<file path="config.mk">
export PLATFORM = sky130hd
export DESIGN_NAME = vga_sync_timing
export DESIGN_NICKNAME = d
export VERILOG_FILES = /design/src/rtl/vga_timing_pkg.sv /design/src/rtl/sync_delay_line.sv /design/src/rtl/vga_sync_timing.sv
export SDC_FILE = /design/constraint.sdc
export NUM_CORES = 1
export LEC_CHECK = 0
export CORE_ASPECT_RATIO = 2
export CORE_MARGIN = 8
export CORE_UTILIZATION = 45
export DETAILED_ROUTE_END_ITERATION = 10
export DONT_BUFFER_PORTS = 1
export SETUP_SLACK_MARGIN = 0.3
export SYNTH_ARGS = -nofsm -noshare
export SYNTH_HDL_FRONTEND = slang
export SYNTH_HIERARCHICAL = 1
export SYNTH_SLANG_ARGS = --single-unit
</file>
<file path="constraint.sdc">
create_clock -name clk -period 4.5 [get_ports clk]
set_input_delay 0.45 -clock clk [delete_from_list [all_inputs] [get_ports clk]]
set_output_delay 0.45 -clock clk [all_outputs]
set_load 0.01 [all_outputs]
</file>
<file path="src/rtl/vga_timing_pkg.sv">
// vga_timing_pkg: default 640x480@60 porch/sync constants, derived totals and sync windows
package vga_timing_pkg;

    localparam int DEF_H_DISPLAY  = 640;
    localparam int DEF_H_FRONT    = 16;
    localparam int DEF_H_SYNC     = 96;
    localparam int DEF_H_BACK     = 48;
    localparam int DEF_V_DISPLAY  = 480;
    localparam int DEF_V_FRONT    = 10;
    localparam int DEF_V_SYNC     = 2;
    localparam int DEF_V_BACK     = 33;
    localparam int DEF_CLK_DIV    = 2;
    localparam int DEF_PIPE_DELAY = 2;
    localparam logic DEF_SYNC_POL = 1'b0;

    localparam int DEF_H_TOTAL  = DEF_H_DISPLAY + DEF_H_FRONT + DEF_H_SYNC + DEF_H_BACK;
    localparam int DEF_V_TOTAL  = DEF_V_DISPLAY + DEF_V_FRONT + DEF_V_SYNC + DEF_V_BACK;
    localparam int DEF_HS_START = DEF_H_DISPLAY + DEF_H_FRONT;
    localparam int DEF_HS_END   = DEF_HS_START + DEF_H_SYNC - 1;
    localparam int DEF_VS_START = DEF_V_DISPLAY + DEF_V_FRONT;
    localparam int DEF_VS_END   = DEF_VS_START + DEF_V_SYNC - 1;

    function automatic logic in_window(input logic [9:0] cnt, input int lo, input int len);
        return int'(cnt) >= lo && int'(cnt) < lo + len;
    endfunction

endpackage

</file>
<file path="src/rtl/sync_delay_line.sv">
// sync_delay_line: WIDTH x DEPTH shift register with synchronous reset to RESET_VAL
module sync_delay_line #(
    parameter int WIDTH = 1,
    parameter int DEPTH = 1,
    parameter logic [WIDTH-1:0] RESET_VAL = '0
) (
    input  logic             clk,
    input  logic             reset,
    input  logic [WIDTH-1:0] d,
    output logic [WIDTH-1:0] q
);

    logic [WIDTH-1:0] stage [DEPTH];

    always_ff @(posedge clk) begin
        if (reset) begin
            for (int i = 0; i < DEPTH; i++) stage[i] <= RESET_VAL;
        end else begin
            stage[0] <= d;
            for (int i = 1; i < DEPTH; i++) stage[i] <= stage[i-1];
        end
    end

    assign q = stage[DEPTH-1];

endmodule

</file>
<file path="src/rtl/vga_sync_timing.sv">
// vga_sync_timing: VGA raster counters with sync and colour aligned to a PIPE_DELAY-clk pixel generator
module vga_sync_timing
    import vga_timing_pkg::*;
#(
    parameter int H_DISPLAY  = DEF_H_DISPLAY,
    parameter int H_FRONT    = DEF_H_FRONT,
    parameter int H_SYNC     = DEF_H_SYNC,
    parameter int H_BACK     = DEF_H_BACK,
    parameter int V_DISPLAY  = DEF_V_DISPLAY,
    parameter int V_FRONT    = DEF_V_FRONT,
    parameter int V_SYNC     = DEF_V_SYNC,
    parameter int V_BACK     = DEF_V_BACK,
    parameter int CLK_DIV    = DEF_CLK_DIV,
    parameter int PIPE_DELAY = DEF_PIPE_DELAY,
    parameter logic SYNC_POL = DEF_SYNC_POL
) (
    input  logic       clk,
    input  logic       reset,
    input  logic [2:0] rgb_in,
    output logic [9:0] pixel_x,
    output logic [9:0] pixel_y,
    output logic       video_on,
    output logic       p_tick,
    output logic       line_start,
    output logic       frame_start,
    output logic       hsync,
    output logic       vsync,
    output logic [2:0] rgb_out
);

    localparam int H_TOTAL = H_DISPLAY + H_FRONT + H_SYNC + H_BACK;
    localparam int V_TOTAL = V_DISPLAY + V_FRONT + V_SYNC + V_BACK;
    localparam int DW      = CLK_DIV > 1 ? $clog2(CLK_DIV) : 1;

    if (H_TOTAL > 1024 || V_TOTAL > 1024) begin : g_bad_total
        $error("vga_sync_timing: H_TOTAL and V_TOTAL must not exceed 1024");
    end
    if (CLK_DIV < 1 || PIPE_DELAY < 1) begin : g_bad_div
        $error("vga_sync_timing: CLK_DIV and PIPE_DELAY must be at least 1");
    end

    logic [DW-1:0] div_cnt;
    logic [9:0]    h_cnt, v_cnt;
    logic          h_last, v_last, hs_raw, vs_raw, hs_d, vs_d, von_d;

    assign p_tick      = div_cnt == DW'(CLK_DIV - 1);
    assign h_last      = h_cnt == 10'(H_TOTAL - 1);
    assign v_last      = v_cnt == 10'(V_TOTAL - 1);
    assign line_start  = p_tick && h_last;
    assign frame_start = line_start && v_last;
    assign pixel_x     = h_cnt;
    assign pixel_y     = v_cnt;
    assign video_on    = in_window(h_cnt, 0, H_DISPLAY) && in_window(v_cnt, 0, V_DISPLAY);
    assign hs_raw      = in_window(h_cnt, H_DISPLAY + H_FRONT, H_SYNC);
    assign vs_raw      = in_window(v_cnt, V_DISPLAY + V_FRONT, V_SYNC);

    always_ff @(posedge clk) begin
        if (reset) begin
            div_cnt <= '0;
            h_cnt   <= '0;
            v_cnt   <= '0;
        end else begin
            div_cnt <= p_tick ? '0 : div_cnt + 1'b1;
            if (p_tick) begin
                h_cnt <= h_last ? '0 : h_cnt + 1'b1;
                if (h_last) v_cnt <= v_last ? '0 : v_cnt + 1'b1;
            end
        end
    end

    // Flushing to "not asserted" guarantees no partial sync pulse after reset
    sync_delay_line #(
        .WIDTH    (3),
        .DEPTH    (PIPE_DELAY),
        .RESET_VAL(3'b000)
    ) u_delay (
        .clk  (clk),
        .reset(reset),
        .d    ({hs_raw, vs_raw, video_on}),
        .q    ({hs_d, vs_d, von_d})
    );

    always_ff @(posedge clk) begin
        if (reset) begin
            rgb_out <= 3'b000;
            hsync   <= ~SYNC_POL;
            vsync   <= ~SYNC_POL;
        end else begin
            rgb_out <= von_d ? rgb_in : 3'b000;
            hsync   <= hs_d ? SYNC_POL : ~SYNC_POL;
            vsync   <= vs_d ? SYNC_POL : ~SYNC_POL;
        end
    end

endmodule

</file>
==> results.ini, run 1 <==
[run_status]
status=complete, no violations

[power]
power.density_mw_per_mm2=375.9
peakVddDrop_v=0.0003291
p_leak_uw=0.0005580

[synthesis]
synth.area.top_cells=dfxtp_1 46%, xnor2_1 5.0%, xor2_1 3.8%
ys_ff_latch=32
syn-num-nets=159
synth_top_area_share_pct=45.84
synth_common_cells=32 x dfxtp_1, 13 x nor2_1, 9 x nand3_1
synth_warnings=6
yosys.area.top_type=dfxtp_1
synth.yosys.seq_area_share_pct=45.84
synthArstFlopShare_pct=0
netlist_area_mm2=0.001398
synthCells=150
yosysMostFrequentCell=dfxtp_1
synth_cell_types=37
yosys_most_used_dff=dfxtp_1
avgSynthCellArea_um2=9.317
synth_edf_count=0

[sta]
hold_viol=0
relSlewSlack_pct=62.09
fmax_ghz=0.4169
worstMarginPinSlew_ns=0.5648
finalSetupViolCount=0
fin_worst_skew_ns=0.005640
fin_crit_ns=2.399
slew_viol_final=0
period_share_pct=53.30
tns_ns=0
holdWs_ns=0.2339
rsz0062_at_grt=false

[detailed_routing]
wl_um=2962
post_drt_wl_per_cell_um=16.36
drtIter0Drc=22
ant_nets=0
num_vias=1038
drt_first_pass_iters=4
viasPerCell=5.735
drcViolationCount=0

[critical_path]
r2r_cells=5
cp.required_ns=4.05
cp.arrival_ns=1.95
critPathKind=flip-flop to primary output
reg2reg_from=pixel_x[0]
max_stage_delay_ns=0.48
endpoint_kind=primary output
r2r-end=pixel_y[2]
start_kind=flip-flop
crit_slowest_cell=or3_1
crit_fanout=6
path_cells=ha_1 > nand4_1 > or3_1 > nor2_1
r2r_setup_slack_ns=2.37

[clock_network]
root_buffer=clkbuf_8
hold_buffers=0
clock_latency_ns=0.28
post_cts_resized=0
clock_sink_count=32
clock_path_buffers=2
clk_pin_slew_ns=0.06
cts_buffers=5
cts_tree=done
cts_setup_buffers=0
h-tree-depth=2

[placed_design]
dp_hpwl_um=2210
gp_congestion=0.8147
port_buffers=0

[layout]
drive_gt1_share_pct=8.609
layout.nets=159
synthToLayoutAreaGrowth_pct=7.431
num_antenna_cells=0

[hold_path]
worst_hold_path.num_cells=1
worstHoldEndpoint=u_delay/stage[0][3]
min_path_type=primary input to flip-flop
min-delay-start=reset

[die]
core_mm2=0.002978
die_h_um=94.81
die-width_um=55.41
rows=28
ios=34
die_area_mm2=0.005253
start_util_pct=46.93

[global_route]
grt_overflow_total=0
antenna_found_initial=0
grt_usage_pct=11.91
grt_pass1_vias=1054
grt_pass1_wl_um=5050
grt_max_degree=22

[job]
drv_cap=0

## per-layer routing
layer  routed length (µm)  global-route usage [%]  up-vias
met4                   59                   6.818        0
met5                    0                       0        -
met1                 1126                   11.33      485
met2                 1525                   20.30       32
li1                     -                       -      514
met3                  252                   5.914        7
## cells by family (layout without fill, tap and decap cells)
group | after synthesis | in the layout | synth area share [%]
AOI/OAI and AO/OA | 12 | 12 | 5.371
adders and majority gates | 4 | 4 | 3.581
xor gates and xnor gates | 14 | 14 | 8.774
buffers and inverters | 16 | 17 | 5.371
DFF | 32 | 32 | 45.84
and+or+nand+nor | 71 | 71 | 30.35
muxes | 1 | 1 | 0.7162
## power breakdown
group          leakage, µW  internal [µW]  switching [µW]  total (µW)
Clock            0.0000552            164            99.2         263
Combinational     0.000244           4.08            4.10        8.18
Sequential        0.000259            287            5.74         293
## worst max-delay path, delay by kind of cell (launching register included)
family / cells / cell delay [ns]
AND/OR/NAND/NOR: 3 / 0.98
flip-flops: 1 / 0.46
adder cells (fa/ha/maj): 1 / 0.24
## worst max-delay path by stage
stage               cells past startpoint       start           to  slack (ns)
floorplan                               6  pixel_x[0]   pixel_y[6]        2.50
global placement                        5  pixel_x[0]   pixel_y[0]        2.42
detailed placement                      5  pixel_x[1]   pixel_y[4]        2.36
CTS                                     4  pixel_x[0]  frame_start        2.09
global route                            4  pixel_x[0]  frame_start        1.96
finish                                  4  pixel_x[0]  frame_start        2.10
## flip-flops by register name (all words and copies together) (netlist names)
name           count
pixel_y           10
vsync              1
u_delay/stage      6
hsync              1
rgb_out            3
p_tick             1
pixel_x           10
## metrics by stage
stage / utilization, % / cells / power (µW) / worst slack, ns / area, µm²
after floorplan: - / 150 / 307.1 / 2.497 / 1398
after global placement: 46.81 / 173 / 307.2 / 2.421 / 1394
after detailed placement: 46.81 / 173 / 307.5 / 2.362 / 1394
after CTS: 50.42 / 181 / 572.6 / 2.088 / 1501
after global routing: 50.42 / 181 / 584.5 / 1.957 / 1501
final: 50.42 / 181 / 564.4 / 2.102 / 1501
## cell usage in the layout, fill, tap and decap left out, drive strengths merged, types with 2 or more instances in the layout
master,n
a21oi,6
nor4,4
inv,9
nor3,8
and3,3
dfxtp,32
nor2,13
or4,3
and2,3
nand4,3
o31ai,2
o21ai,2
and4,3
nor2b,7
nand3,9
clkbuf,6
xor2,6
xnor2,8
ha,4
nand2,8
## area by class of cell
class                   count  area [µm²]
clock inverters             2       35.03
multi-input cells         102       681.9
clock buffers               6       72.57
well taps                  30       37.54
fillers                   294        1476
inverters                   9       33.78
flip-flops and latches     32       640.6
Note: power is estimated with default switching activity, not from simulation.
==> run 2: changes to the inputs <==
- clock period: 4.5 -> 2.2 ns (I/O delays scaled with it)
==> run 2 against run 1 <==
Net effect: clock skew shrank 0.0019 ns; clock power grew 110%; via count increased by 12%; utilization increased by 7.2 points; combinational power rose to 4.4 times the previous value; wire length up 22%; final area increased by 14%; final cell count rose by 9.9%; first-iteration DRC count fell by 18%; critical path type unchanged; critical endpoint unchanged; largest cell class unchanged.
==> results.ini, run 2 (synthesis results as in run 1) <==
[power]
peakVddDrop_v=0.0006915  ; was 0.0003291 V
p_switching_uw=251.2  ; was 109.0 µW
power.density_mw_per_mm2=692.2  ; was 375.9 mW/mm²
switching_share_pct=21.14  ; was 19.32%
p_seq_share_pct=50.2  ; was 51.9%
p_leak_uw=0.0006652  ; was 0.0005580 µW
pwr-share-comb_pct=3.0  ; was 1.4%
p_clk_share_pct=46.8  ; was 46.6%
p_int_uw=937.2  ; was 455.4 µW

[critical_path]
start_kind=flip-flop  ; unchanged
critPathKind=flip-flop to primary output  ; unchanged
cp.arrival_ns=1.64  ; was 1.95 ns
r2r-end=pixel_y[6]  ; was pixel_y[2]
crit_fanout=4  ; was 6
startpoint=pixel_y[1]  ; was pixel_x[0]
endpoint_kind=primary output  ; unchanged
reg2reg_from=pixel_x[0]  ; unchanged
r2r_cells=5  ; unchanged
cp.required_ns=1.98  ; was 4.05 ns
r2r_setup_slack_ns=0.35  ; was 2.37 ns

[layout]
stdcell_count=199  ; was 181
post-route-util_pct=57.65  ; was 50.42%
multi_input_area_um2=732.0  ; was 681.9 µm²
drive_gt1_share_pct=23.08  ; was 8.609%
layout.nets=177  ; was 159
num_antenna_cells=0  ; unchanged
nFillCells=280  ; was 294
layout_common_cells=27 x dfxtp_1, 14 x buf_4, 12 x nor2_1  ; was 32 x dfxtp_1, 13 x nor2_1, 9 x nand3_1
seq_area_um2=654.4  ; was 640.6 µm²
synthToLayoutAreaGrowth_pct=22.83  ; was 7.431%
postLayoutCellArea_mm2=0.001717  ; was 0.001501 mm²
layout_commonest_cell=dfxtp_1  ; unchanged

[die]
die_area_mm2=0.005253  ; unchanged
rows=28  ; unchanged
start_util_pct=46.93  ; unchanged
core_mm2=0.002978  ; unchanged
die-width_um=55.41  ; unchanged
die_h_um=94.81  ; unchanged
ios=34  ; unchanged

[sta]
period_share_pct=84.44
tns_ns=0  ; unchanged
hold_viol=0  ; unchanged
fin_crit_ns=1.858
relSlewSlack_pct=62.62  ; was 62.09%
worstMarginPinSlew_ns=0.5589  ; was 0.5648 ns
slew_viol_final=0  ; unchanged
holdWs_ns=0.007395  ; was 0.2339 ns
finalSetupViolCount=0  ; unchanged
fmax_ghz=0.5383
fin_worst_skew_ns=0.003711  ; was 0.005640 ns
rsz0062_at_grt=true  ; was false

[job]
drv_cap=0  ; unchanged

[clock_network]
clock_path_buffers=2  ; unchanged
cts_tree=done  ; unchanged
clk_pin_slew_ns=0.07  ; was 0.06 ns
cts_buffers=5  ; unchanged
root_buffer=clkbuf_8  ; unchanged
clock_latency_ns=0.28  ; about the same
clock_sink_count=32  ; unchanged
h-tree-depth=2  ; unchanged

[placed_design]
dpl.cell_count=184  ; was 173
gp_congestion=0.7917  ; was 0.8147
dp_hpwl_um=2492  ; was 2210 µm
port_buffers=0  ; unchanged
placed_cell_area_mm2=0.001491  ; was 0.001394 mm²

[hold_path]
min_path_type=primary input to flip-flop  ; unchanged
worstHoldEndpoint=pixel_y[7]  ; was u_delay/stage[0][3]
min-delay-start=reset  ; unchanged
worst_hold_path.num_cells=1  ; unchanged

[global_route]
antenna_found_initial=0  ; unchanged
grt_usage_pct=13.97  ; was 11.91%
grt_pass1_vias=1207  ; was 1054
grt_overflow_total=0  ; unchanged
grt_max_degree=14  ; was 22
grt_pass1_wl_um=5878  ; was 5050 µm

[detailed_routing]
drt_first_pass_iters=4  ; unchanged
drtIter0Drc=18  ; was 22
wl_um=3622  ; was 2962 µm
viasPerCell=5.824  ; was 5.735
post_drt_wl_per_cell_um=18.20  ; was 16.36 µm
ant_nets=0  ; unchanged
num_vias=1159  ; was 1038
drcViolationCount=0  ; unchanged

[run_status]
status=complete, no violations  ; unchanged

## run 2: layout make-up
type,instances,share of cell area [%]
Clock inverter,3,2.478
Tap cell,30,2.187
Sequential cell,32,38.12
Multi-Input combinational cell,102,42.64
Timing Repair Buffer,18,8.455
Inverter,9,2.114
Clock buffer,5,4.009
## run 2: worst max-delay path, cell delays in order (launching register included)
cell and delay (ns):
dfxtp_4 0.36, buf_4 0.14, inv_1 0.07, ha_1 0.15, nor4bb_4 0.19, nand4_1 0.20, nor2_2 0.24
## run 2: how the worst max path moves through the flow
stage	end	slack (ns)	depth (start not counted)
6_report	frame_start	0.34	6
3_5_place_dp	pixel_y[6]	0.23	5
2_1_floorplan	pixel_y[6]	0.30	6
3_3_place_gp	pixel_y[6]	0.29	5
5_1_grt	frame_start	0.24	6
4_1_cts	frame_start	0.29	6
## run 2: routing by layer
| layer | global-route usage, % | up-vias | routed length, µm |
|---|---|---|---|
| met2 | 25.66 | 45 | 1937 |
| met5 | 0 | - | 0 |
| met4 | 8.471 | 0 | 91 |
| met1 | 12.64 | 562 | 1297 |
| li1 | - | 546 | - |
| met3 | 5.108 | 6 | 296 |
## run 2: metrics by stage
| step | setup WS, ns | total power [µW] |
|---|---|---|
| after floorplan | 0.3019 | 630.7 |
| after global placement | 0.2879 | 635.1 |
| after detailed placement | 0.2290 | 635.8 |
| after CTS | 0.2933 | 1201 |
| after global routing | 0.2364 | 1231 |
| final | 0.3424 | 1188 |
## run 2: power groups by stage
stage          combinational [µW]  sequential, µW  clock (µW)
3_5_place_dp                 23.9             612           0
6_report                     35.8             597         556
5_1_grt                      39.8             597         594
3_3_place_gp                 23.9             611           0
4_1_cts                      34.6             599         568
2_1_floorplan                20.0             611           0
## run 2: what timing repair did
| item | 4_1_cts | 5_1_grt |
|---|---|---|
| resized for setup | 5 | 9 |
| hold endpoints to repair | 13 | 1 |
| pin swaps | 0 | 4 |
| setup buffers | 2 | 1 |
| setup endpoints to repair | 4 | 10 |
| hold buffers | 3 | 1 |
